### src/rtl/regfile_mp.sv
// regfile_mp: multi-port integer register file with two prioritised write
// ports, optional hardwired-zero register and a sequenced post-reset clear.
// Optional build macro: REGFILE_BYPASS_EN enables write-to-read forwarding.
//
// state    | meaning
// ---------+-------------------------------------------------------------
// ST_CLEAR | zeroing one entry per cycle; busy=1, writes dropped, reads 0
// ST_RUN   | normal operation; writes stored, reads from storage
module regfile_mp #(
  parameter int XLEN     = 32,
  parameter int NREGS    = 32,
  parameter int NRD      = 2,
  parameter int ZERO_REG = 1,
  localparam int AW      = $clog2(NREGS)
) (
  input  logic                clk,
  input  logic                rst,
  input  logic                wr0_en,
  input  logic [AW-1:0]       wr0_addr,
  input  logic [XLEN-1:0]     wr0_data,
  input  logic                wr1_en,
  input  logic [AW-1:0]       wr1_addr,
  input  logic [XLEN-1:0]     wr1_data,
  input  logic [NRD*AW-1:0]   rd_addr,
  output logic [NRD*XLEN-1:0] rd_data,
  output logic                busy
);

  typedef enum logic {ST_CLEAR, ST_RUN} state_t;

  state_t          r_state;
  state_t          w_state_nxt;
  logic [AW-1:0]   r_clr_idx;
  logic [AW-1:0]   w_clr_idx_nxt;
  logic [XLEN-1:0] r_mem [NREGS];

  logic w_run;
  logic w_clr_we;
  logic w_wr0_ok;
  logic w_wr1_ok;
  logic w_wr0_hit_by_wr1;

  assign busy     = (r_state == ST_CLEAR);
  // a reset edge takes precedence over any write presented in the same cycle
  assign w_run    = (r_state == ST_RUN) && !rst;
  assign w_clr_we = (r_state == ST_CLEAR) && !rst;

  assign w_wr1_ok = w_run && wr1_en && !((ZERO_REG != 0) && (wr1_addr == '0));
  assign w_wr0_ok = w_run && wr0_en && !((ZERO_REG != 0) && (wr0_addr == '0));
  assign w_wr0_hit_by_wr1 = w_wr1_ok && (wr1_addr == wr0_addr);

  // state register and clear index, synchronous reset restarts the clear
  always_ff @(posedge clk) begin
    if (rst) begin
      r_state   <= ST_CLEAR;
      r_clr_idx <= '0;
    end else begin
      r_state   <= w_state_nxt;
      r_clr_idx <= w_clr_idx_nxt;
    end
  end

  // next-state: walk the clear index across every entry, then run
  always_comb begin
    w_state_nxt   = r_state;
    w_clr_idx_nxt = r_clr_idx;
    case (r_state)
      ST_CLEAR: begin
        w_clr_idx_nxt = r_clr_idx + AW'(1);
        if (r_clr_idx == AW'(NREGS - 1)) begin
          w_state_nxt = ST_RUN;
        end
      end
      ST_RUN: begin
        w_state_nxt = ST_RUN;
      end
      default: begin
        w_state_nxt   = ST_CLEAR;
        w_clr_idx_nxt = '0;
      end
    endcase
  end

  // storage update: clear entry while clearing, otherwise the two write ports
  always_ff @(posedge clk) begin
    if (w_clr_we) begin
      r_mem[r_clr_idx] <= '0;
    end else begin
      if (w_wr0_ok && !w_wr0_hit_by_wr1) begin
        r_mem[wr0_addr] <= wr0_data;
      end
      if (w_wr1_ok) begin
        r_mem[wr1_addr] <= wr1_data;
      end
    end
  end

  for (genvar g = 0; g < NRD; g++) begin : g_rd
    logic [AW-1:0]   w_addr;
    logic [XLEN-1:0] w_val;

    assign w_addr = rd_addr[g*AW +: AW];

    // combinational read port; busy forces zero over everything else
    always_comb begin
      w_val = r_mem[w_addr];
      if ((ZERO_REG != 0) && (w_addr == '0)) begin
        w_val = '0;
      end
`ifdef REGFILE_BYPASS_EN
      if (w_wr1_ok && (wr1_addr == w_addr)) begin
        w_val = wr1_data;
      end else if (w_wr0_ok && (wr0_addr == w_addr)) begin
        w_val = wr0_data;
      end
`endif
      if (busy) begin
        w_val = '0;
      end
    end

    assign rd_data[g*XLEN +: XLEN] = w_val;
  end

endmodule

### config.mk
export PLATFORM = sky130hd
export DESIGN_NAME = regfile_mp
export DESIGN_NICKNAME = d
export VERILOG_FILES = /design/src/rtl/regfile_mp.sv
export SDC_FILE = /design/constraint.sdc
export NUM_CORES = 2
export LEC_CHECK = 0
export ABC_AREA = 1
export BUFFER_PORTS_ARGS = -buffer_cell sky130_fd_sc_hd__buf_2
export CAP_MARGIN = 10
export CELL_PAD_IN_SITES_DETAIL_PLACEMENT = 2
export CELL_PAD_IN_SITES_GLOBAL_PLACEMENT = 2
export CORE_MARGIN = 4
export CORE_UTILIZATION = 41
export DETAILED_ROUTE_END_ITERATION = 10
export PLACE_DENSITY_LB_ADDON = 0.12
export SETUP_SLACK_MARGIN = 0.2
export SLEW_MARGIN = 20
export SYNTH_ARGS = -nofsm -noshare
export SYNTH_HDL_FRONTEND = slang
export SYNTH_SLANG_ARGS = --single-unit
### constraint.sdc
create_clock -name clk -period 4.54 [get_ports clk]
set_input_delay 0.227 -clock clk [delete_from_list [all_inputs] [get_ports clk]]
set_output_delay 0.227 -clock clk [all_outputs]
set_load 0.03 [all_outputs]
==> metrics.md <==
| Metric | Value |
|---|---|
| CTS buffer count | 132 |
| Period utilisation layout | 82.2% |
| Crit end category | flip-flop |
| Proportion of layout cells with a drive suffix above 1 | 8.05% |
| Synth unique cells | 31 |
| DIE AREA | 160000 um^2 |
| GRT Util Overall | 37.2% |
| Final Hold Fails | 0 |
| Starting Density | 41.3% |
| Max H-tree Level | 4 |
| Row cnt | 143 |
| Pre-antenna DRT Iters | 5 |
| DP HPWL | 179000 um |
| Seq cells post-synth | 1030 |
| Post-Synthesis Cells | 8228 |
| Status | finished, final reports clean |
| Yosys warning total | 0 |
| Worst rel slew slack | 21.8% |
| Most frequent cell after synthesis | nand2_1 |
| Endpoints failing setup | 0 |
| Unrepaired setup endpoints after global routing | false |
| Initial antenna violation count | 11 |
| Drt wl/cell | 30.5 um |
| Cts hold-fix bufs | 1 |
| Skew-Pair Late Insertion Delay | 0.78 ns |
| Power per cell area | 326 nW/um^2 |
| Via count | 63.6k |
| Post-synthesis sequential area ratio | 49.0% |
| Startpoint Class | flip-flop |
| Syn_area_per_cell | 7.65 um^2 |
| DR iter-0 viols | 6190 |
| P&R area growth vs syn | 10.2% |
| Critical Path AT | 4.18 ns |
| Routed wire length | 304000 um |
| Number of global-route vias before repair | 66.7k |
| Via density | 6.37 |
| Dominant cells by area after synthesis | edfxtp_1 49%, nand2_1 13%, o21ai_0 8.5% |
| Max Slew Vio Count | 0 |
| Clk sink count | 1030 |
| Syn_nets | 8318 |
| Max Buffers Root-to-Sink | 3 |
| EDFF count, synth | 1024 |
| Final Critical Period | 3.73 ns |
| Post-CTS resize count | 0 |
| Worst Skew | 0.0249 ns |
| Post-synth ARST share | 0% |
| CTS root buf | clkbuf_16 |
| Max VDD drop | 355 uV |
| Placed insts | 9759 |
| FILL cells | 17.2k |
| Leak | 0.0269 uW |
| Max Fanout on Critical Path | 28 |
| Port Buffer Count | 152 |
| HP Class | input port to flip-flop |
| Post-Layout Cell Count | 9981 |
| First-pass GRT wire length | 440000 um |
| Final Wtd Congestion | 0.881 |
| CTS tree | done |
| Clock-pin slew on the worst setup and hold paths | 0.06 ns |
| Fmax | 0.268 GHz |
| Nets@finish | 7954 |
| Synth Flop Type | edfxtp_1 |
| I/O pins | 153 |
| Post-synth top area cell | edfxtp_1 |
| Critical setup path kind | flip-flop to flip-flop |
| Total Neg Setup Slack | 0 ns |
| Setup bufs post-CTS | 0 |
| DRC Markers | 0 |
| Post-synth top cells | 2191 x nand2_1, 1071 x o21ai_0, 1024 x edfxtp_1 |
| Core area | 152000 um^2 |
| Detail Route Antenna Nets | 0 |
| Worst Tran Pin Value | 1.17 ns |
| Post-synth top area share | 48.8% |
| Die width | 400 um |
| Pin count of the biggest net entering global routing | 197 |
| WP data required | 4.99 ns |
| Die H | 400 um |
| Max_cap viols | 0 |
| Gr ovfl total | 0 |
| Mapped Area | 63000 um^2 |
placed cells by master, fill, tap and decap left out, drive strengths merged:
| cell | count |
|---|---|
| a21oi | 513 |
| a31oi | 1 |
| and2 | 1 |
| buf | 361 |
| bufinv | 5 |
| clkbuf | 177 |
| clkinv | 39 |
| clkinvlp | 2 |
| dfxtp | 6 |
| diode | 1 |
| dlygate4sd3 | 1 |
| edfxtp | 1024 |
| ha | 2 |
| inv | 604 |
| nand2 | 2193 |
| nand3 | 859 |
| nand3b | 1 |
| nand4 | 4 |
| nor2 | 55 |
| nor3 | 8 |
| nor4 | 2 |
| o211a | 64 |
| o21ai | 2025 |
| o22ai | 1 |
| o41ai | 2 |
critical path, cell delays in order (launching register included):
cell	delay, ns
dfxtp_1	0.43
nand2_1	0.22
nor2_1	0.18
nand2_2	0.12
inv_2	0.14
nand3_4	0.13
nand2_4	0.35
nand2_1	0.15
nand2_1	0.10
nand2_1	0.08
nor2_1	0.54
nand2_1	0.16
nand2_2	0.47
buf_12	0.30
registers in the layout (all words and copies together) (netlist names):
name	cells
r_clr_idx	5
r_mem	1024
r_state	1
cell type report:
type | instances | area [um^2] | share of cell area (%)
tap | 2030 | 2540 | 3.66
sequential | 1030 | 30900 | 44.5
clock buffer | 177 | 3600 | 5.19
timing repair buffer | 362 | 2990 | 4.31
antenna | 1 | 2.50 | 0.00361
inverter | 607 | 2290 | 3.31
multi-input combinational | 5731 | 26700 | 38.5
clock inverter | 43 | 343 | 0.494
path summary, 6_finish.rpt:
check / cells past startpoint / endpoint / startpoint / slack, ns
worst max-delay path: 13 / r_mem[4][11]$_DFFE_PP_ / r_state$_SDFF_PP0_ / 0.81
worst min-delay path: 3 / r_mem[31][8]$_DFFE_PP_ / wr1_data[8] / 0.12
worst min register to register: 2 / r_clr_idx[4]$_SDFFE_PP0N_ / r_clr_idx[4]$_SDFFE_PP0N_ / 0.55
worst max register to register: 13 / r_mem[4][11]$_DFFE_PP_ / r_state$_SDFF_PP0_ / 0.81
kinds of logic (layout without fill, tap and decap cells):
| family | count (synthesis) | after routing | share of synthesized area, % |
|---|---|---|---|
| AOI/OAI and AO/OA | 2606 | 2606 | 21.2 |
| buffers and inverters | 1467 | 1189 | 9.11 |
| DFF | 1030 | 1030 | 49.0 |
| other | 0 | 1 | 0 |
| and+or+nand+nor | 3123 | 3123 | 20.6 |
| adders and majority gates | 2 | 2 | 0.0397 |
per-stage QoR:
stage	utilization (%)	hold slack [ns]	total power, uW	cell area (um^2)	setup slack, ns
after CTS	45.6	0.0766	22700	69400	0.893
after floorplan	-	0.306	11800	63000	1.77
after global routing	45.6	0.114	23200	69400	0.613
after detailed placement	43.0	0.487	12600	65400	0.841
final	45.6	0.117	22600	69400	0.810
after global placement	43.0	0.493	12500	65400	1.03
metal layers:
| layer | up-vias | part of all wire [%] | GRT usage (%) |
|---|---|---|---|
| li1 | 27341 | - | - |
| met1 | 32846 | 40 | 47.8 |
| met2 | 2722 | 47 | 61.2 |
| met3 | 703 | 8.3 | 6.63 |
| met4 | 14 | 5.0 | 16.7 |
| met5 | - | 0.031 | 0 |
power by group:
part	switching [uW]	leakage [uW]	internal, uW	total [uW]
logic	1640	0.0162	485	2130
registers	22.3	0.00883	10400	10400
clock network	4320	0.00192	5800	10100
No activity file was read; power rests on OpenSTA's default activity.
